## config.mk

```make
export PLATFORM = sky130hd
export DESIGN_NAME = mem_stage
export DESIGN_NICKNAME = d
export VERILOG_FILES = /design/src/rtl/mem_stage.sv
export SDC_FILE = /design/constraint.sdc
export NUM_CORES = 1
export LEC_CHECK = 0
export CAP_MARGIN = 20
export CORE_AREA = 2 2 185 187
export DETAILED_ROUTE_END_ITERATION = 16
export DIE_AREA = 0 0 187 189
export GPL_ROUTABILITY_DRIVEN = 1
export SLEW_MARGIN = 20
export SYNTH_ARGS = -nofsm -noshare
export SYNTH_HDL_FRONTEND = slang
export SYNTH_SLANG_ARGS = --single-unit
```

## constraint.sdc

```tcl
create_clock -name clk -period 6.7 [get_ports clk]
set_input_delay 2.01 -clock clk [delete_from_list [all_inputs] [get_ports clk]]
set_output_delay 2.01 -clock clk [all_outputs]
set_load 0.02 [all_outputs]
```

## src/rtl/mem_stage.sv

```systemverilog
// MEM pipeline stage: issues data-memory loads/stores from the EX/MEM register,
// waits for the response, aligns/extends load data and registers the MEM/WB result.
package mem_stage_pkg;
    localparam logic [6:0] op_load  = 7'b0000011;
    localparam logic [6:0] op_store = 7'b0100011;
    localparam logic [6:0] op_imm   = 7'b0010011;
    localparam logic [6:0] op_reg   = 7'b0110011;

    typedef struct packed {
        logic        valid;
        logic [31:0] pc;
        logic [31:0] inst;
        logic [4:0]  rd_s;
        logic        regf_we;
        logic [3:0]  regfilemux_sel;
        logic [31:0] alu_out;
        logic [31:0] rs2_v;
        logic        br_en;
        logic [31:0] u_imm;
        logic [5:0]  rd_phys;
        logic [4:0]  rd_arch;
    } ex_mem_stage_reg_t;

    typedef struct packed {
        logic        valid;
        logic [31:0] pc;
        logic [31:0] inst;
        logic [4:0]  rd_s;
        logic        regf_we;
        logic [3:0]  regfilemux_sel;
        logic [31:0] alu_out;
        logic        br_en;
        logic [31:0] u_imm;
        logic [5:0]  rd_phys;
        logic [4:0]  rd_arch;
        logic [31:0] mem_rdata;
        logic        misaligned;
    } mem_wb_stage_reg_t;
endpackage

module mem_stage
    import mem_stage_pkg::*;
#(
    parameter int unsigned DMEM_TIMEOUT = 0
) (
    input  logic              clk,
    input  logic              rst_n,
    input  ex_mem_stage_reg_t ex_mem,
    output logic [31:0]       dmem_addr,
    output logic [3:0]        dmem_rmask,
    output logic [3:0]        dmem_wmask,
    output logic [31:0]       dmem_wdata,
    input  logic [31:0]       dmem_rdata,
    input  logic              dmem_resp,
    output logic              mem_stall,
    output mem_wb_stage_reg_t mem_wb,
    output logic              mem_timeout,
    output logic              dbg_state
);

    typedef enum logic {IDLE = 1'b0, WAIT = 1'b1} state_t;

    state_t      state;
    logic [31:0] wait_cnt;

    logic [6:0]  opcode;
    logic [2:0]  funct3;
    logic [1:0]  off;
    logic        is_load;
    logic        is_store;
    logic        misaligned;
    logic        aligned_access;
    logic        issue;
    logic [3:0]  base_mask;
    logic [3:0]  lane_mask;
    logic [31:0] shifted_rdata;
    logic [31:0] load_val;
    mem_wb_stage_reg_t wb_next;

    assign opcode   = ex_mem.inst[6:0];
    assign funct3   = ex_mem.inst[14:12];
    assign off      = ex_mem.alu_out[1:0];
    assign is_load  = ex_mem.valid && (opcode == op_load);
    assign is_store = ex_mem.valid && (opcode == op_store);

    // funct3[1:0] encodes access size: 00 byte, 01 half, otherwise word.
    assign misaligned = (is_load || is_store) &&
                        (((funct3[1:0] == 2'b01) && off[0]) ||
                         ((funct3[1:0] != 2'b00) && (funct3[1:0] != 2'b01) && (off != 2'b00)));
    assign aligned_access = (is_load || is_store) && !misaligned;

    always_comb begin
        base_mask  = 4'b1111;
        dmem_wdata = ex_mem.rs2_v;
        case (funct3[1:0])
            2'b00: begin
                base_mask  = 4'b0001;
                dmem_wdata = {4{ex_mem.rs2_v[7:0]}};
            end
            2'b01: begin
                base_mask  = 4'b0011;
                dmem_wdata = {2{ex_mem.rs2_v[15:0]}};
            end
            default: ;
        endcase
    end

    assign lane_mask = base_mask << off;
    assign dmem_addr = {ex_mem.alu_out[31:2], 2'b00};

    // The request is visible for exactly the IDLE cycle; WAIT never reissues it.
    assign issue      = rst_n && (state == IDLE) && aligned_access;
    assign dmem_rmask = (issue && is_load)  ? lane_mask : 4'b0000;
    assign dmem_wmask = (issue && is_store) ? lane_mask : 4'b0000;
    assign mem_stall  = rst_n && !dmem_resp &&
                        (((state == IDLE) && aligned_access) || (state == WAIT));
    assign dbg_state  = (state == WAIT);

    assign shifted_rdata = dmem_rdata >> {off, 3'b000};

    always_comb begin
        load_val = dmem_rdata;
        case (funct3)
            3'b000:  load_val = {{24{shifted_rdata[7]}}, shifted_rdata[7:0]};
            3'b001:  load_val = {{16{shifted_rdata[15]}}, shifted_rdata[15:0]};
            3'b100:  load_val = {24'h0, shifted_rdata[7:0]};
            3'b101:  load_val = {16'h0, shifted_rdata[15:0]};
            default: load_val = dmem_rdata;
        endcase
    end

    always_comb begin
        wb_next                = '0;
        wb_next.valid          = ex_mem.valid && !mem_stall;
        wb_next.pc             = ex_mem.pc;
        wb_next.inst           = ex_mem.inst;
        wb_next.rd_s           = ex_mem.rd_s;
        wb_next.regf_we        = ex_mem.regf_we;
        wb_next.regfilemux_sel = ex_mem.regfilemux_sel;
        wb_next.alu_out        = ex_mem.alu_out;
        wb_next.br_en          = ex_mem.br_en;
        wb_next.u_imm          = ex_mem.u_imm;
        wb_next.rd_phys        = ex_mem.rd_phys;
        wb_next.rd_arch        = ex_mem.rd_arch;
        wb_next.mem_rdata      = (is_load && !misaligned) ? load_val : 32'h0;
        wb_next.misaligned     = misaligned;
    end

    always_ff @(posedge clk or negedge rst_n) begin
        if (!rst_n) begin
            state       <= IDLE;
            wait_cnt    <= '0;
            mem_timeout <= 1'b0;
            mem_wb      <= '0;
        end else begin
            mem_wb <= wb_next;
            case (state)
                IDLE: begin
                    if (aligned_access && !dmem_resp) begin
                        state    <= WAIT;
                        wait_cnt <= '0;
                    end
                end
                WAIT: begin
                    if (dmem_resp) begin
                        state <= IDLE;
                    end else begin
                        if (wait_cnt != '1) wait_cnt <= wait_cnt + 32'd1;
                        // Sticky flag only; the access is still allowed to complete.
                        if ((DMEM_TIMEOUT != 0) && (wait_cnt + 32'd1 == DMEM_TIMEOUT))
                            mem_timeout <= 1'b1;
                    end
                end
                default: state <= IDLE;
            endcase
        end
    end

endmodule
```

==> results.sh, run 1 <==
export IMPL_ir_drop_mv=0.165
export IMPL_synth_adder_area_share=0
export IMPL_crit_path_max_incr_delay_ns=0.65
export IMPL_post_route_min_period_ns=6.39
export IMPL_synthCells=435
export IMPL_skew_ns=0.0000622
export IMPL_grt_overflow_total=0
export IMPL_routedWlPerCell_um=21.4
export IMPL_worst_setup_path_end_kind="primary output"
export IMPL_ys_types=40
export IMPL_start_util=0.195
export IMPL_ys_seq_elements=185
export IMPL_setup_tns_ns=0
export IMPL_gp_congestion=0.828
export IMPL_final_util=0.363
export IMPL_pin_count=477
export IMPL_synth_compound_area_frac=0.103
export IMPL_path_cells="clkdlybuf4s50_1 > nor4b_4 > o211ai_1 > or3b_4 > nor3_2 > clkdlybuf4s50_1"
export IMPL_die_w_um=187
export IMPL_rows=67
export IMPL_holdWs_ns=0.595
export IMPL_synth_warnings=1
export IMPL_hpwlAfterDp_um=22600
export IMPL_final_cell_mix="clkdlybuf4s50_1 (469), dfrtp_1 (185), mux2i_1 (25)"
export IMPL_synth_async_sr_flop_share=1.00
export IMPL_synth_ff_type="dfrtp_1"
export IMPL_die_h_um=189
export IMPL_firstDrtPassIters=4
export IMPL_nets=1096
export IMPL_clk_latency_ns=0.44
export IMPL_wirelength_um=28600
export IMPL_period_share=0.953
export IMPL_p_per_area_nw_per_um2=224
export IMPL_fin_area_sq_um=12100
export IMPL_crit_slowest_cell="clkdlybuf4s50_1"
export IMPL_drv_cap=0
export IMPL_syn_avg_cell_area_sq_um=14.9
export IMPL_maxSlewHeadroom=0.354
export IMPL_synth_simple_area_share=0.0419
export IMPL_worstMarginPinSlew_ns=0.969
export IMPL_finalMaxSlewViolations=0
export IMPL_root_buffer="clkbuf_16"
export IMPL_cts_resized=0
export IMPL_synthToLayoutAreaGrowth_pct=85.7
export IMPL_rsz0062_at_grt="false"
export IMPL_vias=5311
export IMPL_synth_area_leaders="dfrtp_1 (71%), buf_4 (5.3%), mux2i_1 (3.8%)"
export IMPL_coreArea_sq_um=33300
export IMPL_leakage_nw=4.95
export IMPL_worstPathMaxFanout=4
export IMPL_hold_class="reg -> reg"
export IMPL_placed_cell_area_sq_um=11500
export IMPL_drtAntennaViolNets=0
export IMPL_synth_area_leader_cell="dfrtp_1"
export IMPL_final_cell_count_no_fill=1339
export IMPL_viasPerCell=3.97
export IMPL_clockBufferDepth=2
export IMPL_cp_start_kind="input port"
export IMPL_synth_xor_area_frac=0
export IMPL_layout_drive_gt1_share=0.105
export IMPL_antennaDiodeCount=0
export IMPL_final_common_cell="clkdlybuf4s50_1"
export IMPL_cts_max_level=4
export IMPL_drc_errors=0
export IMPL_clkSinkCount=185
export IMPL_place_port_buffers=473
export IMPL_status="finished, final reports clean"
export IMPL_synth_mux_area_frac=0.0697
export IMPL_finalHoldViolations=0
export IMPL_path_clk_slew_ns=0.07
export IMPL_cts_inserted_buffers=17
export IMPL_setup_viol_count_final=0
export IMPL_drt_iter0_markers=163
export IMPL_die_area_sq_um=35300
export IMPL_synth_top_family_by_area="compound AO/OA/AOI/OAI gates"
export IMPL_place_inst=1307
export IMPL_cp_common_cell="clkdlybuf4s50_1"
export IMPL_grt_pass1_wl_um=41400
export IMPL_synth_yosys_seq_area_share=0.712
export IMPL_synth_edf_count=0
export IMPL_cp_required_ns=4.69
export IMPL_syn_area_sq_um=6500
export IMPL_antenna_found_initial=2
export IMPL_post_cts_buffers=0
export IMPL_worstSetupPathType="in -> out"
export IMPL_grt_pass1_vias=5777
export IMPL_fmax_mhz=157
export IMPL_cts_tree="built"
export IMPL_grt_max_degree=74
export IMPL_grt_util_all_layers=0.163
export IMPL_ctsHoldBuffers=0
export IMPL_worstPathArrival_ns=4.38
export IMPL_synth_top_cell_area_share=0.712
==> critical path: cells and delay by family <==
family                 cells  cell delay [ns]
AND/OR/NAND/NOR            3             1.04
buffers and inverters      2             1.12
AO/OA/AOI/OAI              1             0.21
==> report_power, final <==
part	internal [mW]	switching, mW	leakage [nW]
logic	0.262	0.248	2.43
registers	1.16	0.0137	2.23
clock network	0.545	0.470	0.287
total	1.97	0.732	4.95
==> state kept, by name, indices dropped and copies added, names as in the netlist <==
| signal | cells |
|---|---|
| mem_wb | 184 |
| dbg_state | 1 |
==> logic make-up (layout without fill, tap and decap cells) <==
family	count (synthesis)	after routing
multiplexers	42	42
AND/OR/NAND/NOR	53	53
buffers and inverters	75	529
flip-flops	185	185
other	1	3
AO/OA/AOI/OAI	79	79
==> routing by layer <==
layer | track usage | vias to the layer above | wire length, um
li1 | - | 2336 | -
met1 | 0.183 | 2649 | 11300
met2 | 0.293 | 298 | 14800
met3 | 0.0595 | 24 | 2240
met4 | 0.0421 | 4 | 295
met5 | 0 | - | 23
==> cell type report <==
type	count	area (sq um)
repair buffers	486	4840
clock buffers	19	453
well taps	448	561
inverters	11	41.3
fillers	3237	21200
flip-flops and latches	185	4630
multi-input cells	177	1420
clock inverters	13	133
==> worst paths after layout <==
path                       cells past startpoint  slack (ns)                start               endpoint
min in group asynchronous                      2        1.79                rst_n  mem_wb[117]$_DFF_PN0_
max reg2reg                                    3        5.77  dbg_state$_DFF_PN0_  mem_wb[183]$_DFF_PN0_
min reg2reg                                    2        0.60  dbg_state$_DFF_PN0_    dbg_state$_DFF_PN0_
max                                            6        0.31          ex_mem[120]          dmem_wmask[0]
min                                            2        0.60  dbg_state$_DFF_PN0_    dbg_state$_DFF_PN0_
max in group asynchronous                      4        2.76                rst_n  mem_wb[126]$_DFF_PN0_
==> through the flow <==
stage               setup WS [ns]  total power [mW]
floorplan                    1.33              1.38
global placement            0.400              1.71
detailed placement          0.329              1.71
CTS                         0.317              2.75
global route                0.182              2.82
finish                      0.314              2.70
==> cell usage after synthesis, types with 2 or more instances <==
cell type,count
a211oi_1,6
mux2i_1,25
a221oi_2,7
nand2b_1,2
nor2_1,19
nor3_2,2
nand2_1,17
nor2_2,2
a21oi_1,17
dfrtp_1,185
clkbuf_1,9
nor2b_1,3
inv_1,10
o2bb2ai_1,7
a2bb2oi_1,7
buf_4,46
mux2_2,16
o21ai_0,9
nor3_1,3
a211oi_2,10
buf_2,8
o22ai_1,7
(Power assumes the default switching activity.)
==> run 2, diff against run 1 <==
- CTS_CLUSTER_DIAMETER: not set -> 200
- REMOVE_ABC_BUFFERS: not set -> 1
==> results.sh, run 2 (synthesized netlist as in run 1, its figures left out) <==
export IMPL_hpwlAfterDp_um=21400
export IMPL_root_buffer="clkbuf_16"
export IMPL_combPwrFrac=0.192
export IMPL_clkSinkCount=185
export IMPL_p_seq_frac=0.442
export IMPL_post_cts_buffers=0
export IMPL_cp_required_ns=4.69
export IMPL_grt_overflow_total=0
export IMPL_cts_resized=0
export IMPL_routedWlPerCell_um=20.6
export IMPL_path_clk_slew_ns=0.07
export IMPL_viasPerCell=3.96
export IMPL_final_cell_mix="clkdlybuf4s50_1 (470), dfrtp_1 (185), mux2i_1 (25)"
export IMPL_skew_ns=0.000389
export IMPL_clk_latency_ns=0.44
export IMPL_worst_setup_path_end_kind="primary output"
export IMPL_rows=67
export IMPL_vias=5282
export IMPL_cts_inserted_buffers=17
export IMPL_grt_pass1_vias=5812
export IMPL_intPower_mw=1.94
export IMPL_drc_errors=0
export IMPL_maxSlewHeadroom=0.422
export IMPL_place_inst=1304
export IMPL_r2r_slack_ns=5.76
export IMPL_antennaDiodeCount=0
export IMPL_drv_cap=0
export IMPL_period_share=0.950
export IMPL_gp_congestion=0.851
export IMPL_final_util=0.361
export IMPL_cp_start_kind="input port"
export IMPL_setup_viol_count_final=0
export IMPL_leakage_nw=4.92
export IMPL_worstSetupPathType="in -> out"
export IMPL_worstPathMaxFanout=4
export IMPL_fmax_mhz=157
export IMPL_die_area_sq_um=35300
export IMPL_clkPwrFrac=0.366
export IMPL_drt_iter0_markers=139
export IMPL_place_port_buffers=473
export IMPL_grt_util_all_layers=0.158
export IMPL_finalHoldViolations=0
export IMPL_worstPathArrival_ns=4.36
export IMPL_synthToLayoutAreaGrowth_pct=84.9
export IMPL_wirelength_um=27500
export IMPL_clockBufferDepth=2
export IMPL_firstDrtPassIters=4
export IMPL_power_mw=2.66
export IMPL_holdWs_ns=0.616
export IMPL_pin_count=477
export IMPL_final_common_cell="clkdlybuf4s50_1"
export IMPL_drtAntennaViolNets=0
export IMPL_final_cell_count_no_fill=1335
export IMPL_ctsHoldBuffers=0
export IMPL_reg2reg_depth=3
export IMPL_rsz0062_at_grt="false"
export IMPL_p_switching_uw=717
export IMPL_whs_path_depth=2
export IMPL_coreArea_sq_um=33300
export IMPL_nets=1093
export IMPL_hold_class="reg -> reg"
export IMPL_setup_tns_ns=0
export IMPL_ir_drop_mv=0.174
export IMPL_switching_share=0.270
export IMPL_largest_reg_flops=184
export IMPL_antenna_found_initial=1
export IMPL_status="finished, final reports clean"
export IMPL_p_per_area_nw_per_um2=221
export IMPL_worstMarginPinSlew_ns=0.866
export IMPL_grt_max_degree=69
export IMPL_post_route_min_period_ns=6.37
export IMPL_largest_register="mem_wb"
export IMPL_cts_tree="built"
export IMPL_layout_drive_gt1_share=0.0981
export IMPL_die_h_um=189
export IMPL_die_w_um=187
export IMPL_start_util=0.195
export IMPL_grt_pass1_wl_um=39900
export IMPL_cts_max_level=4
export IMPL_finalMaxSlewViolations=0
## run 2: path summary, 6_finish.rpt
check | from | end
worst max-delay path | ex_mem[120] | dmem_wmask[1]
worst min-delay path | dbg_state$_DFF_PN0_ | dbg_state$_DFF_PN0_
worst max register to register | dbg_state$_DFF_PN0_ | mem_wb[183]$_DFF_PN0_
worst min register to register | dbg_state$_DFF_PN0_ | dbg_state$_DFF_PN0_
max in group asynchronous | rst_n | mem_wb[155]$_DFF_PN0_
min in group asynchronous | rst_n | mem_wb[142]$_DFF_PN0_
## run 2: area by class of cell
cell class                 count  area (sq um)
tap                          448           561
clock buffer                  20           437
clock inverter                11           119
sequential                   185          4630
inverter                      11          41.3
timing repair buffer         483          4820
fill                        3264         21300
multi-input combinational    177          1420
## run 2: through the flow
stage	worst slack, ns	area (sq um)
2_1_floorplan	0.635	6080
3_3_place_gp	0.396	11500
3_5_place_dp	0.354	11500
4_1_cts	0.352	12000
5_1_grt	0.274	12000
6_report	0.334	12000
## run 2: critical path, stage by stage
cell             delay [ns]
clkdlybuf4s50_1        0.49
nor4b_4                0.42
o211ai_1               0.18
or3b_4                 0.43
nor3_2                 0.19
clkdlybuf4s50_1        0.63
## run 2: layer usage
layer	vias up	part of all wire	wire length (um)	GRT usage
met2	320	0.52	14200	0.278
li1	2336	-	-	-
met3	33	0.092	2540	0.0647
met4	2	0.020	552	0.0522
met5	-	0.00047	13	0
met1	2591	0.37	10200	0.172
## run 2: power groups by stage
stage               clock (mW)  combinational (mW)  sequential (mW)
global placement             0               0.514             1.20
detailed placement           0               0.515             1.20
CTS                       1.02               0.518             1.18
floorplan                    0              0.0753             1.26
global route              1.07               0.537             1.18
finish                   0.973               0.510             1.18
